--- src/rtl/gcm_pkg.sv ---
// Shared types and helpers for the GCM-AES front-end feeder: widths, FSM state
// encoding, block counting and tail-byte masking.
package gcm_pkg;

    localparam int BLOCK_W   = 128;
    localparam int KEY_W     = 128;
    localparam int IV_W      = 96;
    localparam int LEN_MAX_W = 32;

    typedef enum logic [1:0] {
        IDLE,
        LOAD,
        ISSUE
    } state_t;

    // Number of 16-byte blocks needed to hold a byte count, rounded up.
    function automatic logic [LEN_MAX_W-1:0] blocks_of(input logic [LEN_MAX_W-1:0] bytes);
        return (bytes + LEN_MAX_W'(15)) >> 4;
    endfunction

    // Byte-enable mask for a final partial block; all-ones when the length is a multiple of 16.
    function automatic logic [BLOCK_W-1:0] tail_mask(input logic [3:0] len_lsb);
        logic [BLOCK_W-1:0] m;
        m = '1;
        for (int b = 0; b < BLOCK_W / 8; b++) begin
            if (len_lsb != 4'd0 && b >= int'(len_lsb)) m[8*b +: 8] = 8'h00;
        end
        return m;
    endfunction

endpackage

--- src/rtl/gcm_block_buffer.sv ---
// Single-clock message buffer: incrementing write/read pointers and a registered read
// that looks one block ahead, with write-through when the slot being read is written.
module gcm_block_buffer
    import gcm_pkg::*;
#(
    parameter int DEPTH = 16,
    parameter int PTR_W = 4
) (
    input  logic               clk,
    input  logic               rst_n,
    input  logic               clear,
    input  logic               we,
    input  logic [BLOCK_W-1:0] wr_data,
    input  logic               rd_inc,
    output logic [PTR_W-1:0]   wr_ptr,
    output logic [BLOCK_W-1:0] rd_data
);

    logic [BLOCK_W-1:0] mem [DEPTH];
    logic [PTR_W-1:0]   rd_ptr;
    logic [PTR_W-1:0]   rd_addr;

    // Read the slot the pointer will hold after this edge, so rd_data is one block ahead.
    assign rd_addr = rd_ptr + PTR_W'(rd_inc);

    // NOTE: storage has no reset; stale contents are never issued because pointers restart at 0.
    always_ff @(posedge clk) begin
        if (we) mem[wr_ptr] <= wr_data;
    end

    // NOTE: sequential state uses non-blocking assignments so every register samples pre-edge values.
    always_ff @(posedge clk or negedge rst_n) begin
        if (!rst_n) begin
            wr_ptr  <= '0;
            rd_ptr  <= '0;
            rd_data <= '0;
        end else begin
            if (clear) begin
                wr_ptr <= '0;
                rd_ptr <= '0;
            end else begin
                if (we) wr_ptr <= wr_ptr + PTR_W'(1);
                rd_ptr <= rd_addr;
            end
            rd_data <= (we && wr_ptr == rd_addr) ? wr_data : mem[rd_addr];
        end
    end

endmodule

--- src/rtl/gcm_aes_feeder.sv ---
// Buffers one GCM message (header + blocks) and replays it as a gap-free burst to the pipeline.
// Optional build macro GCM_FEEDER_MASK_EN zeroes the unused tail bytes of the last AAD/PT blocks.
module gcm_aes_feeder
    import gcm_pkg::*;
#(
    parameter int DEPTH = 16,
    parameter int LEN_W = 16
) (
    input  logic               clk,
    input  logic               rst_n,
    input  logic               i_hdr_valid,
    output logic               o_hdr_ready,
    input  logic [KEY_W-1:0]   i_cipher_key,
    input  logic [IV_W-1:0]    i_iv,
    input  logic [LEN_W-1:0]   i_aad_bytes,
    input  logic [LEN_W-1:0]   i_pt_bytes,
    input  logic               i_valid,
    output logic               o_ready,
    input  logic [BLOCK_W-1:0] i_data,
    output logic               o_hdr_err,
    output logic               o_busy,
    output logic               o_issue_valid,
    output logic               o_new_instance,
    output logic               o_pt_instance,
    output logic [KEY_W-1:0]   o_cipher_key,
    output logic [IV_W-1:0]    o_iv,
    output logic [BLOCK_W-1:0] o_aad,
    output logic [BLOCK_W-1:0] o_plain_text,
    output logic [63:0]        o_aad_size,
    output logic [63:0]        o_plain_text_size
);

    localparam int PTR_W = $clog2(DEPTH);
    localparam int CNT_W = $clog2(DEPTH + 1);

    state_t               state_q, state_d;
    logic [CNT_W-1:0]     cnt_q, cnt_d, idx;
    logic [CNT_W-1:0]     n_aad_q, total_q, last_idx;
    logic [LEN_MAX_W-1:0] hdr_total;
    logic                 hdr_acc, hdr_ok, beat, last_beat;
    logic                 issue_d, new_d, pt_d, zero_blk, rd_inc;
    logic [PTR_W-1:0]     wr_ptr;
    logic [BLOCK_W-1:0]   rd_data, blk;

    assign hdr_acc   = i_hdr_valid && o_hdr_ready;
    assign beat      = i_valid && o_ready;
    assign hdr_total = blocks_of(LEN_MAX_W'(i_aad_bytes)) + blocks_of(LEN_MAX_W'(i_pt_bytes));
    assign hdr_ok    = hdr_total <= LEN_MAX_W'(DEPTH);
    assign last_beat = CNT_W'(wr_ptr) == total_q - CNT_W'(1);
    assign last_idx  = (total_q == '0) ? '0 : total_q - CNT_W'(1);

    gcm_block_buffer #(
        .DEPTH (DEPTH),
        .PTR_W (PTR_W)
    ) u_buf (
        .clk     (clk),
        .rst_n   (rst_n),
        .clear   (state_q == IDLE),
        .we      (beat),
        .wr_data (i_data),
        .rd_inc  (rd_inc),
        .wr_ptr  (wr_ptr),
        .rd_data (rd_data)
    );

    // NOTE: every always_comb output gets a default first so no path infers a latch.
    always_comb begin
        state_d  = state_q;
        cnt_d    = cnt_q;
        idx      = cnt_q;
        issue_d  = 1'b0;
        new_d    = 1'b0;
        zero_blk = 1'b0;
        rd_inc   = 1'b0;
        blk      = rd_data;

        unique case (state_q)
            IDLE: begin
                if (hdr_acc && hdr_ok) begin
                    if (hdr_total == '0) begin
                        state_d  = ISSUE;
                        cnt_d    = '0;
                        issue_d  = 1'b1;
                        new_d    = 1'b1;
                        zero_blk = 1'b1;
                    end else begin
                        state_d = LOAD;
                    end
                end
            end
            LOAD: begin
                if (beat && last_beat) begin
                    state_d = ISSUE;
                    cnt_d   = '0;
                    idx     = '0;
                    issue_d = 1'b1;
                    new_d   = 1'b1;
                    rd_inc  = 1'b1;
                    // A one-block message is still being written this edge; take it straight from the input.
                    if (total_q == CNT_W'(1)) blk = i_data;
                end
            end
            ISSUE: begin
                if (cnt_q == last_idx) begin
                    state_d = IDLE;
                end else begin
                    cnt_d   = cnt_q + CNT_W'(1);
                    idx     = cnt_q + CNT_W'(1);
                    issue_d = 1'b1;
                    rd_inc  = 1'b1;
                end
            end
            default: state_d = IDLE;
        endcase

`ifdef GCM_FEEDER_MASK_EN
        if (idx < n_aad_q && idx == n_aad_q - CNT_W'(1))
            blk = blk & tail_mask(o_aad_size[6:3]);
        else if (idx >= n_aad_q && idx == total_q - CNT_W'(1))
            blk = blk & tail_mask(o_plain_text_size[6:3]);
`endif
        if (zero_blk || !issue_d) blk = '0;
        pt_d = issue_d && !zero_blk && (idx >= n_aad_q);
    end

    always_ff @(posedge clk or negedge rst_n) begin
        if (!rst_n) begin
            state_q           <= IDLE;
            cnt_q             <= '0;
            n_aad_q           <= '0;
            total_q           <= '0;
            o_hdr_ready       <= 1'b0;
            o_ready           <= 1'b0;
            o_busy            <= 1'b0;
            o_hdr_err         <= 1'b0;
            o_issue_valid     <= 1'b0;
            o_new_instance    <= 1'b0;
            o_pt_instance     <= 1'b0;
            o_aad             <= '0;
            o_plain_text      <= '0;
            o_cipher_key      <= '0;
            o_iv              <= '0;
            o_aad_size        <= '0;
            o_plain_text_size <= '0;
        end else begin
            state_q        <= state_d;
            cnt_q          <= cnt_d;
            o_hdr_ready    <= (state_d == IDLE);
            o_ready        <= (state_d == LOAD);
            o_busy         <= (state_d != IDLE);
            o_hdr_err      <= hdr_acc && !hdr_ok;
            o_issue_valid  <= issue_d;
            o_new_instance <= new_d;
            o_pt_instance  <= pt_d;
            o_aad          <= pt_d ? '0 : blk;
            o_plain_text   <= pt_d ? blk : '0;
            // Rejected headers leave the previous message's key, IV and sizes untouched.
            if (hdr_acc && hdr_ok) begin
                n_aad_q           <= CNT_W'(blocks_of(LEN_MAX_W'(i_aad_bytes)));
                total_q           <= CNT_W'(hdr_total);
                o_cipher_key      <= i_cipher_key;
                o_iv              <= i_iv;
                o_aad_size        <= {{(64-LEN_W-3){1'b0}}, i_aad_bytes, 3'b000};
                o_plain_text_size <= {{(64-LEN_W-3){1'b0}}, i_pt_bytes, 3'b000};
            end
        end
    end

endmodule
--- config.mk ---
export PLATFORM = sky130hd
export DESIGN_NAME = gcm_aes_feeder
export DESIGN_NICKNAME = d
export VERILOG_FILES = /design/src/rtl/gcm_pkg.sv /design/src/rtl/gcm_block_buffer.sv /design/src/rtl/gcm_aes_feeder.sv
export SDC_FILE = /design/constraint.sdc
export NUM_CORES = 2
export LEC_CHECK = 0
export BUFFER_PORTS_ARGS = -buffer_cell sky130_fd_sc_hd__clkbuf_2
export CAP_MARGIN = 0
export CORE_MARGIN = 5
export CORE_UTILIZATION = 55
export DETAILED_ROUTE_END_ITERATION = 8
export PLACE_DENSITY_LB_ADDON = 0.25
export SKIP_CTS_REPAIR_TIMING = 1
export SYNTH_ARGS = -nofsm -noshare
export SYNTH_HDL_FRONTEND = slang
export SYNTH_SLANG_ARGS = --single-unit
--- constraint.sdc ---
create_clock -name clk -period 28.1 [get_ports clk]
set_input_delay 2.81 -clock clk [delete_from_list [all_inputs] [get_ports clk]]
set_output_delay 2.81 -clock clk [all_outputs]
set_load 0.01 [all_outputs]
==> impl_metrics.ini <==
[cts]
root_buffer = clkbuf_16
cts.sink_count = 2720
h-tree-depth = 5
clkSlewWorstSetupHoldPaths_ns = 0.06
cts_buffers = 291
clkLatencyLatePin_ns = 0.93
clk_path_buf_depth = 4
cts_tree = done

[route]
wirelength_um = 285000
drtPass1Iterations = 5
drt-initial-drc-count = 6039
vias = 54731
vias_per_cell = 6.00
wl_per_cell_um = 31.3
antenna_left = 0
drc = 0

[grt]
antenna_found_initial = 33
grt_usage = 0.288
grt_pass1_wl_um = 408000
grt_overflow = 0
grt_pass1_vias = 55781
grt_start_max_net_pins = 178

[sta]
period_minus_slack_ns = 9.12
period_share = 0.325
clock.fmax_mhz = 110
tightest_slew_ns = 1.19
finalMaxSlewViolations = 0
slew_headroom = 0.209
final.setup.tns_ns = 0
fin_ws_ns = 18.98
finalSetupViolCount = 0
fin_skew_ns = 0.0788
final-hold-violation-count = 0
rsz0062_at_grt = false

[finish]
regArea_um2 = 78300
fillerInstances = 12844
area_growth_syn_to_layout_pct = 15.9
multi_input_area_um2 = 24000
final_nets = 6809
final_cell_mix = edfxtp_1, clkbuf_2, nand2_1
drive_gt1_frac = 0.335
mostFrequentLayoutCell = edfxtp_1

[hold_path]
min_to = o_cipher_key[89]$_DFFE_PN0N_
hold_path_depth = 2
hold_path.class = reg -> reg
holdCritStartpoint = o_cipher_key[89]$_DFFE_PN0N_

[synth]
async_reset_ff_frac = 0.247
ys.flop_type = edfxtp_1
synthDistinctLibCells = 67
synth_top_area_cell = edfxtp_1
synth_area_per_cell_um2 = 19.3
ys_ff_latch = 2720
netlist_instances = 5381
seq_area_frac_synth = 0.754
synth_edf_count = 2048
yosys-top-cells-area = edfxtp_1, dfrtp_1, mux4_2
ys_warn_count = 0
post-synth-top-area-fraction = 0.592
syn_area_um2 = 104000

[floorplanning]
dieArea_um2 = 198000
coreArea_um2 = 188000
die_height_um = 444
dieWidth_um = 444
num_rows = 159
start_util = 0.553
io_pins = 1003

[place]
hpwl_um = 168000
gp_congestion = 0.955
pre_cts_slack_ns = 17.99
port_buffers = 906

[worst_setup_path]
path_max_fanout = 159
crit_path_start_kind = input pin
cp-end-kind = flip-flop
r2r-start = total_q[0]$_DFFE_PN0N_
critical_path_class = in -> reg
worst-r2r-setup-slack_ns = 19.47
cpPeakStageDelay_ns = 0.84
crit_required_ns = 28.87
worstPathCellList = clkbuf_2 > nand2_1 > nor4_1 > nand3_1 > nor2_1 > nor2_1 > nor2b_1 > ha_4 > ha_4 > buf_4 > buf_4 > buf_12 > buf_4 > buf_4 > mux4_2 > mux4_2 > mux2_2
cp_common_cell = buf_4
critPathSlowestCell = buf_4
crit_start = i_valid
worstPathArrival_ns = 9.89
reg2regPathDepth = 19
reg2reg_to = u_buf.rd_data[90]$_DFF_PN0_

[run_status]
outcome = finished clean

[power]
powerDensity_nw_per_um2 = 71.1
p_leak_nw = 44.9
irDropWorstVdd_uv = 51.3

[job]
cap_viol_max_count = 0
## worst max-delay path, delay by kind of cell
family | cells | cell delay [ns]
muxes | 3 | 1.16
and+or+nand+nor | 6 | 1.08
adders and majority gates | 2 | 0.81
buffers and inverters | 6 | 3.80
## registers in the layout, summed over array words and instances (netlist names), 16 cells and up
name and cells:
o_cipher_key 128, o_aad 128, o_plain_text_size 16, o_iv 96, u_buf.mem 2048, o_aad_size 16
u_buf.rd_data 128, o_plain_text 128
## routing by layer
| metal | GRT usage | vias up | wire [um] |
|---|---|---|---|
| li1 | - | 22556 | - |
| met1 | 0.374 | 29190 | 105000 |
| met2 | 0.488 | 2443 | 146000 |
| met3 | 0.0530 | 524 | 20600 |
| met4 | 0.117 | 18 | 13200 |
| met5 | 0 | - | 115 |
## cells by family after synthesis
group | after synthesis | share of synthesized area
fa+ha+maj | 32 | 0.00393
other cells | 1 | 0.0000361
flops | 2720 | 0.754
xor+xnor | 44 | 0.00371
buf+inv | 398 | 0.0202
mux | 904 | 0.166
simple gates | 1189 | 0.0457
compound gates | 93 | 0.00612
## through the flow
| step | hold slack [ns] | util | std cells | area, um^2 | power, W |
|---|---|---|---|---|---|
| after CTS | 0.468 | 0.640 | 9102 | 120000 | 0.00862 |
| after floorplan | 0.480 | - | 5476 | 104000 | 0.00466 |
| after global placement | 0.450 | 0.590 | 8591 | 111000 | 0.00486 |
| final | 0.468 | 0.641 | 9121 | 120000 | 0.00856 |
| after global routing | 0.482 | 0.640 | 9115 | 120000 | 0.00882 |
| after detailed placement | 0.455 | 0.590 | 8591 | 111000 | 0.00487 |
## layout make-up
class / instances / share of cell area
sequential: 2720 / 0.651
multi-input combinational: 2358 / 0.199
clock buffer: 414 / 0.0699
timing repair buffer: 989 / 0.0446
tap: 2495 / 0.0259
clock inverter: 97 / 0.00804
inverter: 29 / 0.000905
antenna: 19 / 0.000395
## power breakdown
| part | total [W] | internal [W] | switching [W] |
|---|---|---|---|
| Combinational | 0.000355 | 0.000116 | 0.000239 |
| Sequential | 0.00443 | 0.00439 | 0.0000411 |
| Clock | 0.00377 | 0.00225 | 0.00152 |
| Total | 0.00856 | 0.00675 | 0.00180 |
## worst max-delay path by stage
| stage | end | cells past startpoint |
|---|---|---|
| floorplan | u_buf.mem[3][0]$_DFFE_PP_ | 4 |
| global placement | u_buf.rd_data[97]$_DFF_PN0_ | 17 |
| detailed placement | u_buf.rd_data[94]$_DFF_PN0_ | 17 |
| CTS | u_buf.rd_data[90]$_DFF_PN0_ | 17 |
| global route | u_buf.rd_data[90]$_DFF_PN0_ | 17 |
| finish | u_buf.rd_data[90]$_DFF_PN0_ | 17 |
## Yosys cell counts (all sizes together) (3+ instances only)
cell,instances
a21o,5
edfxtp,2048
nor2,289
nand2,800
or3,4
o211ai,3
and2,4
dfrtp,672
mux2,131
xor2,14
or2,4
buf,239
nor4,7
and3,7
or4,3
nand3,19
clkbuf,130
nor4b,3
nor2b,12
o21ai,24
a31oi,4
nand2b,16
mux4,640
a21boi,4
nand4,5
a41oi,3
mux2i,133
ha,31
a21oi,21
a22o,4
inv,29
xnor2,30
nor3,8
Power figures use the tool's default switching activity.
